--- config.mk ---
export PLATFORM = sky130hd
export DESIGN_NAME = fetch_unit
export DESIGN_NICKNAME = d
export VERILOG_FILES = /design/src/rtl/fetch_unit.sv
export SDC_FILE = /design/constraint.sdc
export NUM_CORES = 1
export LEC_CHECK = 0
export ABC_CLOCK_PERIOD_IN_PS = 4500
export BUFFER_PORTS_ARGS = -buffer_cell sky130_fd_sc_hd__buf_2
export CAP_MARGIN = 10
export CORE_MARGIN = 2
export CORE_UTILIZATION = 54
export DETAILED_ROUTE_END_ITERATION = 12
export GPL_TIMING_DRIVEN = 0
export PLACE_DENSITY = 0.78
export SLEW_MARGIN = 20
export SYNTH_ARGS = -nofsm -noshare
export SYNTH_HDL_FRONTEND = slang
export SYNTH_SLANG_ARGS = --single-unit
--- constraint.sdc ---
create_clock -name clk -period 4.5 [get_ports clk]
set_clock_uncertainty 0.1 [all_clocks]
set_input_delay 0.225 -clock clk [delete_from_list [all_inputs] [get_ports clk]]
set_output_delay 0.225 -clock clk [all_outputs]
set_load 0.02 [all_outputs]
--- src/rtl/fetch_unit.sv ---
// Instruction fetch: PC register, 3-state request FSM, FQ_DEPTH-entry queue to decode; FETCH_MISALIGN_CHECK_EN adds misalign_d.
// Latency: first instruction valid 3 cycles after reset release (gnt=1, 1-cycle rvalid); 1 instr/cycle steady state.
// Backpressure: ready_d low holds the head; requests stop once queued + outstanding reaches FQ_DEPTH.
module fetch_unit #(
    parameter int              XLEN     = 64,
    parameter logic [XLEN-1:0] RESET_PC = '0,
    parameter int              FQ_DEPTH = 2
) (
    input  logic            clk,
    input  logic            rst_n,
    input  logic            redirect_valid,
    input  logic [XLEN-1:0] redirect_pc,
    output logic            imem_req,
    output logic [XLEN-3:0] imem_addr,
    input  logic            imem_gnt,
    input  logic            imem_rvalid,
    input  logic [31:0]     imem_rdata,
    output logic            valid_d,
    input  logic            ready_d,
    output logic [31:0]     instr_d,
    output logic [XLEN-1:0] pc_d,
    output logic [XLEN-1:0] pc_plus4_d
`ifdef FETCH_MISALIGN_CHECK_EN
    ,
    output logic            misalign_d
`endif
);

    localparam int PTR_W = $clog2(FQ_DEPTH);
    localparam int CNT_W = PTR_W + 1;

    typedef enum logic [1:0] {
        S_IDLE  = 2'd0,
        S_FETCH = 2'd1,
        S_WAIT  = 2'd2
    } state_t;

    state_t            state_q, state_d;
    logic [XLEN-1:0]   pcf_q;
    logic [XLEN-1:0]   req_pc_q;
    logic              req_epoch_q;
    logic              epoch_q;

    logic [31:0]       fq_instr [FQ_DEPTH];
    logic [XLEN-1:0]   fq_pc    [FQ_DEPTH];
    logic [PTR_W-1:0]  rd_ptr_q, wr_ptr_q;
    logic [CNT_W-1:0]  count_q;

    logic              outstanding;
    logic              rsp_fire;
    logic              pop;
    logic              push;
    logic              grant;
    logic [CNT_W:0]    committed;
    logic              halt;
    logic              redir_mis;
    logic [XLEN-1:0]   redir_pc;

`ifdef FETCH_MISALIGN_CHECK_EN
    logic              halt_q;
    logic              fq_mis [FQ_DEPTH];

    assign halt      = halt_q;
    assign redir_mis = redirect_valid && (redirect_pc[1:0] != 2'b00);
    assign redir_pc  = redirect_pc;
`else
    logic              unused_redir_lsb;

    assign halt             = 1'b0;
    assign redir_mis        = 1'b0;
    assign redir_pc         = {redirect_pc[XLEN-1:2], 2'b00};
    assign unused_redir_lsb = ^redirect_pc[1:0];
`endif

    assign outstanding = (state_q == S_WAIT);
    assign rsp_fire    = outstanding && imem_rvalid;
    assign valid_d     = (count_q != '0);
    assign pop         = valid_d && ready_d;
    assign imem_addr   = pcf_q[XLEN-1:2];

    // Entries already queued plus the one in flight, less the one leaving this cycle.
    assign committed = {1'b0, count_q} + (CNT_W+1)'(outstanding) - (CNT_W+1)'(pop);

    always_ff @(posedge clk or negedge rst_n) begin
        if (!rst_n) begin
            state_q <= S_IDLE;
        end else begin
            state_q <= state_d;
        end
    end

    always_comb begin
        state_d  = state_q;
        imem_req = 1'b0;
        grant    = 1'b0;
        push     = 1'b0;
        case (state_q)
            S_IDLE: begin
                state_d = S_FETCH;
            end
            S_FETCH: begin
                imem_req = !redirect_valid && !halt && (committed < (CNT_W+1)'(FQ_DEPTH));
                grant    = imem_req && imem_gnt;
                if (grant) begin
                    state_d = S_WAIT;
                end
            end
            S_WAIT: begin
                if (imem_rvalid) begin
                    imem_req = !redirect_valid && !halt && (committed < (CNT_W+1)'(FQ_DEPTH));
                    grant    = imem_req && imem_gnt;
                    push     = !redirect_valid && (req_epoch_q == epoch_q);
                    state_d  = grant ? S_WAIT : S_FETCH;
                end
            end
            default: begin
                state_d = S_IDLE;
            end
        endcase
    end

    always_ff @(posedge clk or negedge rst_n) begin
        if (!rst_n) begin
            pcf_q       <= RESET_PC;
            req_pc_q    <= '0;
            req_epoch_q <= 1'b0;
            epoch_q     <= 1'b0;
`ifdef FETCH_MISALIGN_CHECK_EN
            halt_q      <= 1'b0;
`endif
        end else if (redirect_valid) begin
            pcf_q       <= redir_pc;
            epoch_q     <= ~epoch_q;
            // Tag any in-flight request with the old epoch so it mismatches even after repeated redirects.
            req_epoch_q <= epoch_q;
`ifdef FETCH_MISALIGN_CHECK_EN
            halt_q      <= redir_mis;
`endif
        end else if (grant) begin
            pcf_q       <= pcf_q + XLEN'(4);
            req_pc_q    <= pcf_q;
            req_epoch_q <= epoch_q;
        end
    end

    always_ff @(posedge clk or negedge rst_n) begin
        if (!rst_n) begin
            rd_ptr_q <= '0;
            wr_ptr_q <= '0;
            count_q  <= '0;
            for (int i = 0; i < FQ_DEPTH; i++) begin
                fq_instr[i] <= '0;
                fq_pc[i]    <= '0;
`ifdef FETCH_MISALIGN_CHECK_EN
                fq_mis[i]   <= 1'b0;
`endif
            end
        end else if (redirect_valid) begin
            rd_ptr_q <= '0;
            wr_ptr_q <= '0;
            count_q  <= '0;
`ifdef FETCH_MISALIGN_CHECK_EN
            // A misaligned target becomes a single marker entry instead of a fetch.
            if (redir_mis) begin
                fq_instr[0] <= '0;
                fq_pc[0]    <= redirect_pc;
                fq_mis[0]   <= 1'b1;
                wr_ptr_q    <= PTR_W'(1);
                count_q     <= CNT_W'(1);
            end
`endif
        end else begin
            if (push) begin
                fq_instr[wr_ptr_q] <= imem_rdata;
                fq_pc[wr_ptr_q]    <= req_pc_q;
`ifdef FETCH_MISALIGN_CHECK_EN
                fq_mis[wr_ptr_q]   <= 1'b0;
`endif
                wr_ptr_q           <= wr_ptr_q + PTR_W'(1);
            end
            if (pop) begin
                rd_ptr_q <= rd_ptr_q + PTR_W'(1);
            end
            count_q <= count_q + CNT_W'(push) - CNT_W'(pop);
        end
    end

    // Head fields read as zero whenever the queue is empty, including straight out of reset.
    assign instr_d    = valid_d ? fq_instr[rd_ptr_q] : '0;
    assign pc_d       = valid_d ? fq_pc[rd_ptr_q] : '0;
    assign pc_plus4_d = valid_d ? (fq_pc[rd_ptr_q] + XLEN'(4)) : '0;
`ifdef FETCH_MISALIGN_CHECK_EN
    assign misalign_d = valid_d && fq_mis[rd_ptr_q];
`endif

endmodule
# Yosys cells after proc, flatten, opt, wreduce, memory -nomap -nowiden

Index checks and enable logic that the tools add are counted.

Input bits: 102
Flip-flop bits (word level): 328
Logic and storage cells: 81
Output and inout port bits: 224

Order comparisons: 4
Muxes and demuxes: 34
Reductions and logical operators: 14
Add/subtract/negate cells: 8
Bitwise operators: 4
Eq/ne operators: 5

Operator list:

| cell                  | count |
|---|---|
| $mux 64               | 8 |
| $mux 32               | 5 |
| $add 64x3->64 const B | 2 |
| $bwmux 128            | 1 |
| $bwmux 64             | 1 |
| $demux 64 s1          | 1 |
| $demux 32 s1          | 1 |
| $mux 1                | 10 |
| $mux 2                | 4 |
| $reduce_bool 2->1     | 4 |
| $pmux 2 s3            | 1 |
| $reduce_and 2->1      | 3 |
| $logic_and 1x1->1     | 5 |
| $ge 2x2->1 const B    | 2 |
| $ne 2x2->1 const B    | 2 |
| $not 1->2             | 2 |
| $pmux 1 s2            | 2 |
| $add 2x1->3           | 1 |
| $lt 3x2->1 const B    | 1 |
| $sub 3x1->3           | 1 |
| $add 1x1->1 const B   | 2 |
| $add 2x1->2           | 1 |
| $eq 2x1->1 const B    | 1 |
| $eq 2x2->1 const B    | 1 |
| 6 further kinds       | 7 |

# Logic depth before layout (Yosys ltp)

Gate-level depths: netlist of run 1.

Depth after elaboration: 10
Gate-level depth with buffers: 15
Depth with buffers taken out: 11

# Worst setup path after synthesis of run 1

Ideal clock, no wire load.

Kind: reg-to-output
Start: register rd_ptr_q
End: output pc_plus4_d[20]
Data required time: 4.175 ns
Cell stages (with the launch flop): 15
Path buffers: 8
Arrival time: 3.604 ns
Slack: 0.571 ns
Cells stage by stage: dfrtp_1 buf_2 buf_2 buf_2 buf_2 buf_2 buf_2 mux2_2 ha_1 inv_1 a211oi_1 clkbuf_1 nand3_1 clkbuf_1 o41ai_1

Longest elaborated chain between the ends: 6

RTL lines:

| what                                        | RTL line | source |
|---|---|---|
| start, declared                             | 46       | `logic [PTR_W-1:0] rd_ptr_q, wr_ptr_q;` |
| start signal, assigned                      | 182      | `rd_ptr_q <= rd_ptr_q + PTR_W'(1);` |
| $not 1->2 (implied by the code)             | 191      | `assign pc_plus4_d = valid_d ? (fq_pc[rd_ptr_q] + XLEN'(4)) : '0;` |
| $mux 64 (implied by the code) (3 in series) | 191      |  |
| $add 64x3->64                               | 191      |  |
| $mux 64                                     | 191      |  |
| end, declared                               | 22       | `output logic [XLEN-1:0] pc_plus4_d` |

No other way between the ends. The select of a mux whose other input is x is not followed.

# Worst setup path in the final report of run 1

Start: register rd_ptr_q
End: output pc_plus4_d[51]

Same word-level chain as after synthesis.

==> results of run 1 <==
==> report_power, final <==
group	internal [mW]	leakage (nW)	switching [mW]
clock network	1.88	0.606	1.22
logic	1.78	5.55	2.95
registers	3.67	4.15	0.889
==> sequential cells by signal, summed over array words and instances (netlist names) <==
| register | flops |
|---|---|
| fq_pc | 124 |
| fq_instr | 64 |
| pcf_q | 62 |
| req_pc_q | 62 |
| count_q | 2 |
| state_q | 2 |
| epoch_q | 1 |
| rd_ptr_q | 1 |
| req_epoch_q | 1 |
| wr_ptr_q | 1 |
==> final cells by class <==
class / count / area [um^2]
sequential: 320 / 8010
tap: 442 / 553
timing repair buffer: 424 / 2710
buffer: 113 / 520
clock buffer: 50 / 1050
clock inverter: 13 / 195
fill: 2377 / 9950
multi-input combinational: 1326 / 9220
inverter: 21 / 78.8
==> stage by stage <==
| stage | std cells | setup slack (ps) | TNS, ps | utilization |
|---|---|---|---|---|
| detailed placement | 2549 | -959 | -68190 | 0.614 |
| finish | 2709 | 90.1 | 0 | 0.692 |
| global route | 2709 | 1.28 | 0 | 0.692 |
| CTS | 2706 | 5.51 | 0 | 0.689 |
| global placement | 2545 | -2740 | -924480 | 0.611 |
| floorplan | 1785 | 571 | 0 | - |
==> logic make-up (layout without fill, tap and decap cells) <==
logic type,count (synthesis),count (layout),synth area share
AO/OA/AOI/OAI,205,205,0.0820
XOR/XNOR,33,33,0.0165
adder cells (fa/ha/maj),10,10,0.00755
buffers and inverters,139,621,0.0320
flip-flops,320,320,0.456
multiplexers,316,316,0.196
other,1,4,0.000213
AND/OR/NAND/NOR,758,758,0.210
==> worst min-delay path, cell delays in order <==
cell,delay [ps]
buf_2,120
nor2_1,180
o41ai_1,110
==> path summary, 6_finish.rpt <==
check	to	slack (ps)	cells past startpoint
setup reg to reg	pcf_q[38]$_DFFE_PN0P_	130	14
hold / removal	state_q[0]$_DFFE_PN0P_	50	3
max in group asynchronous	fq_instr[22]$_DFFE_PN0P_	2600	5
hold reg to reg	req_epoch_q$_DFFE_PN0P_	390	2
setup / recovery	pc_plus4_d[51]	90	9
min in group asynchronous	state_q[0]$_DFFE_PN0P_	90	2
==> cells in the mapped netlist, drive strengths merged (10+ instances only) <==
cell,instances
a21oi,26
a221o,14
a22oi,19
a31oi,13
and2,35
and3,19
buf,31
clkbuf,87
dfrtp,320
inv,21
mux2,226
mux2i,90
nand2,270
nand3,80
nand3b,27
nand4,54
nor2,142
nor3,34
nor4,45
o21ai,51
o31ai,11
or3,10
or4,10
xnor2,22
xor2,11
==> timing repair <==
| item | 4_1_cts | 5_1_grt |
|---|---|---|
| setup endpoints to repair | 153 | 120 |
| buffers inserted | 2 | 5 |
| hold endpoints to repair | 184 | 0 |
| gates resized for setup | 51 | 23 |
| pin swaps | 4 | 2 |
| hold buffers | 95 | 0 |
==> routing by layer <==
layer | up-vias | global-route usage
met4 | 0 | 0.174
met2 | 1154 | 0.571
met3 | 230 | 0.0632
li1 | 7376 | -
met5 | - | 0
met1 | 8205 | 0.493
==> impl_metrics.yaml, run 1 <==
status:
  status: "completed"
power:
  peakVddDrop_v: 0.000388
  p_leak_nw: 10.3
  power_density_mw_per_mm2: 554
  p_total_mw: 12.4
route:
  met3_wirelength_um: 5950
  totalWireLength_um: 62800
  drt_iter0_drc: 1795
  drc: 0
  routed-wl-met2_um: 28500
  drt.antenna.violating_nets: 0
  top_layer: "met4"
  viasPerCell: 6.26
  post_drt_wl_per_cell_um: 23.2
  vias: 17000
  wl_met1_um: 25300
  drtPass1Iterations: 6
setup_path:
  startpoint: "rd_ptr_q$_DFFE_PN0P_"
  worst_path_max_delay_cell: "a22oi_1"
  critPathTopFamily: "simple AND/OR/NAND/NOR gates"
  critPathBufInv: 4
  critPathMaxStageDelay_ps: 630
  worstSetupStartpointType: "flop"
  r2r_start: "count_q[1]$_DFF_PN0_"
  crit_chain: "buf_2, buf_4, buf_2, nand3_1, a22oi_1, nand3_1, nor4_1, mux2_2, buf_2"
  cpMostUsedCell: "buf_2"
  worstPathRequired_ps: 4180
  path_class: "flop to primary output"
  crit_path_end_kind: "primary output"
  cp_data_arrival_time_ps: 4080
  crit_path_max_fanout: 10
sta:
  relSlewSlack: 0.250
  timing.final.crit_share: 0.980
  slew_viol_final: 0
  tightest_slew_ps: 1110
  finalSetupViolCount: 0
  rsz0062_at_grt: "false"
  finalHoldViolCount: 0
  min_period_ps: 4410
  fmax_ghz: 0.227
  whs_ps: 51.0
layout:
  drive_above_1_share: 0.303
  layout_common_cells: "335 x buf_2, 320 x dfrtp_1, 270 x nand2_1"
  diodes: 0
  final_nets: 2353
  layout_commonest_cell: "buf_2"
  area.growth.synth_to_final_pct: 27.2
  fin_area_mm2: 0.0223
floorplan:
  die_x_um: 184
  fp.dieH_um: 184
  initial_core_util: 0.544
  die_area_mm2: 0.0340
  io_pins: 326
  core_area_mm2: 0.0323
  num_rows: 66
logic_synthesis:
  synth_top_area_share: 0.456
  async_flop_share: 1.00
  yosysUniqueCellTypes: 65
  syn_inst: 1782
  synthFlopType: "dfrtp_1"
  yosysWarningCount: 0
  avgSynthCellArea_um2: 9.86
  synthTopCellsByArea: "dfrtp_1 46%, mux2_2 14%, nand2_1 5.8%"
  synth_edf_count: 0
  yosys.area.top_type: "dfrtp_1"
  synth_seq_cells: 320
  syn_area_mm2: 0.0176
  synth-seq-area-share: 0.456
placement:
  port-buffer-count: 318
  place_area_mm2: 0.0198
  gp_congestion: 0.955
  hpwl_um: 44500
clocking:
  cts_inserted_buffers: 35
  h-tree-depth: 2
  cts.clk_slew.worst_paths_ps: 60
  clock_sink_count: 320
  root_buffer: "clkbuf_16"
  cts_tree: "yes"
  clk_latency_ps: 530
  clockBufferDepth: 3
grt:
  grt-ovfl-total: 0
  grt_max_degree: 100
  grt_pass1_wl_um: 95000
  antenna_found_initial: 0
  grt_pass1_vias: 16600
  grt_util_all_layers: 0.364
worst_hold_path:
  hp-start: "imem_rvalid"
  hold_path_class: "primary input to flop"
flow_run:
  maxCapViolCount: 0
Power figures use the tool's default switching activity.
==> run 2: changes to the inputs <==
- ABC_CLOCK_PERIOD_IN_PS: 4500 -> 4800
- clock period: 4.5 -> 4.8 ns (I/O delays scaled with it)
==> impl_metrics.yaml, run 2 (same netlist as run 1, synthesis figures left out) <==
sta:
  tns_ps: 0
  tightest_slew_ps: 1120
  fmax_ghz: 0.213
  timing.final.crit_share: 0.977
  rsz0062_at_grt: "false"
  relSlewSlack: 0.245
  min_period_ps: 4690
  finalSetupViolCount: 0
  whs_ps: 62.0
  finalHoldViolCount: 0
  slew_viol_final: 0
clocking:
  h-tree-depth: 2
  clockBufferDepth: 3
  cts_tree: "yes"
  clk_latency_ps: 530
  clock_sink_count: 320
  cts.clk_slew.worst_paths_ps: 60
  cts_inserted_buffers: 35
  root_buffer: "clkbuf_16"
worst_hold_path:
  hold_path_class: "primary input to flop"
placement:
  port-buffer-count: 318
  gp_congestion: 0.955
  hpwl_um: 44500
setup_path:
  crit_path_end_kind: "flop"
  crit_chain: "nor2_2, inv_1, and2_1, ha_1, nand2b_1, fa_1, and3b_1, clkbuf_1, o2111a_1, nand4_1, or4_1, a31oi_1"
  path_class: "flop to flop"
  crit_path_max_fanout: 11
  rrSetupSlack_ps: 110
  worstSetupStartpointType: "flop"
  cp_data_arrival_time_ps: 5040
  critPathMaxStageDelay_ps: 600
  worst_path_max_delay_cell: "or4_1"
  worstPathRequired_ps: 5150
route:
  viasPerCell: 6.32
  drt.antenna.violating_nets: 0
  post_drt_wl_per_cell_um: 23.2
  drc: 0
  vias: 17100
  drtPass1Iterations: 9
  totalWireLength_um: 62900
  drt_iter0_drc: 1713
layout:
  top_register: "fq_pc"
  layout_commonest_cell: "buf_2"
  layout_common_cells: "331 x buf_2, 320 x dfrtp_1, 270 x nand2_1"
  final_nets: 2350
  area.growth.synth_to_final_pct: 26.3
  largestRegisters: "fq_pc: 124 flops, fq_instr: 64 flops"
  diodes: 0
  largest_register_ffs: 124
  drive_above_1_share: 0.295
  final_util: 0.687
floorplan:
  die_area_mm2: 0.0340
  die_x_um: 184
  core_area_mm2: 0.0323
  io_pins: 326
  initial_core_util: 0.544
  fp.dieH_um: 184
  num_rows: 66
grt:
  grt_pass1_wl_um: 95000
  grt_max_degree: 100
  grt-ovfl-total: 0
  grt_pass1_vias: 16700
  grt_util_all_layers: 0.365
  antenna_found_initial: 0
status:
  status: "completed"
power:
  power_density_mw_per_mm2: 523
  peakVddDrop_v: 0.000369
  p_leak_nw: 10.2
flow_run:
  maxCapViolCount: 0
-- run 2: final timing paths --
check	start	end	depth (start not counted)
worst max-delay path	count_q[1]$_DFF_PN0_	pcf_q[57]$_DFFE_PN0P_	12
worst min-delay path	imem_rvalid	state_q[0]$_DFFE_PN0P_	3
worst max register to register	count_q[1]$_DFF_PN0_	pcf_q[57]$_DFFE_PN0P_	12
worst min register to register	req_epoch_q$_DFFE_PN0P_	req_epoch_q$_DFFE_PN0P_	2
max in group asynchronous	rst_n	fq_instr[39]$_DFFE_PN0P_	5
min in group asynchronous	rst_n	state_q[0]$_DFFE_PN0P_	2
-- run 2: critical path, delay by kind of cell, from the launching register on --
kind	cells	cell delay, ps
AND/OR/NAND/NOR	6	1990
adder cells (fa/ha/maj)	2	870
AO/OA/AOI/OAI	2	720
flip-flops	1	470
buffers and inverters	2	430
-- run 2: what timing repair did --
item / CTS / global route
endpoints found under the setup margin: 123 / 121
pin swaps: 3 / 0
resized for setup: 31 / 9
hold buffers: 95 / 0
setup buffers: 2 / 0
hold endpoints to repair: 175 / 0
-- run 2: routing by layer --
layer,part of all wire,wire length (um),track usage,up-vias
li1,-,-,-,7370
met1,0.40,25100,0.490,8339
met2,0.45,28400,0.571,1178
met3,0.10,6300,0.0719,223
met4,0.049,3110,0.172,0
met5,0,0,0,-
-- run 2: report_power, final --
part | internal [mW] | switching (mW) | total [mW]
registers | 3.44 | 0.836 | 4.28
clock network | 1.76 | 1.14 | 2.90
logic | 1.66 | 2.76 | 4.42
total | 6.86 | 4.74 | 11.6
-- run 2: layout make-up --
cell class / count / area [um^2]
clock inverters: 13 / 195
plain buffers: 114 / 498
repair buffers: 420 / 2660
well taps: 442 / 553
multi-input cells: 1326 / 9130
flip-flops and latches: 320 / 8010
clock buffers: 50 / 1050
inverters: 21 / 78.8
fillers: 2400 / 10100
-- run 2: through the flow --
step                      setup WS [ps]  total power, mW  area [um^2]  cells
final                               110             11.6        22200   2706
after detailed placement           -674             8.43        19800   2549
after global routing               40.3             12.1        22200   2706
after global placement            -2460             8.24        19700   2545
after CTS                         0.711             11.4        22200   2708
after floorplan                     856             6.79        17600   1785
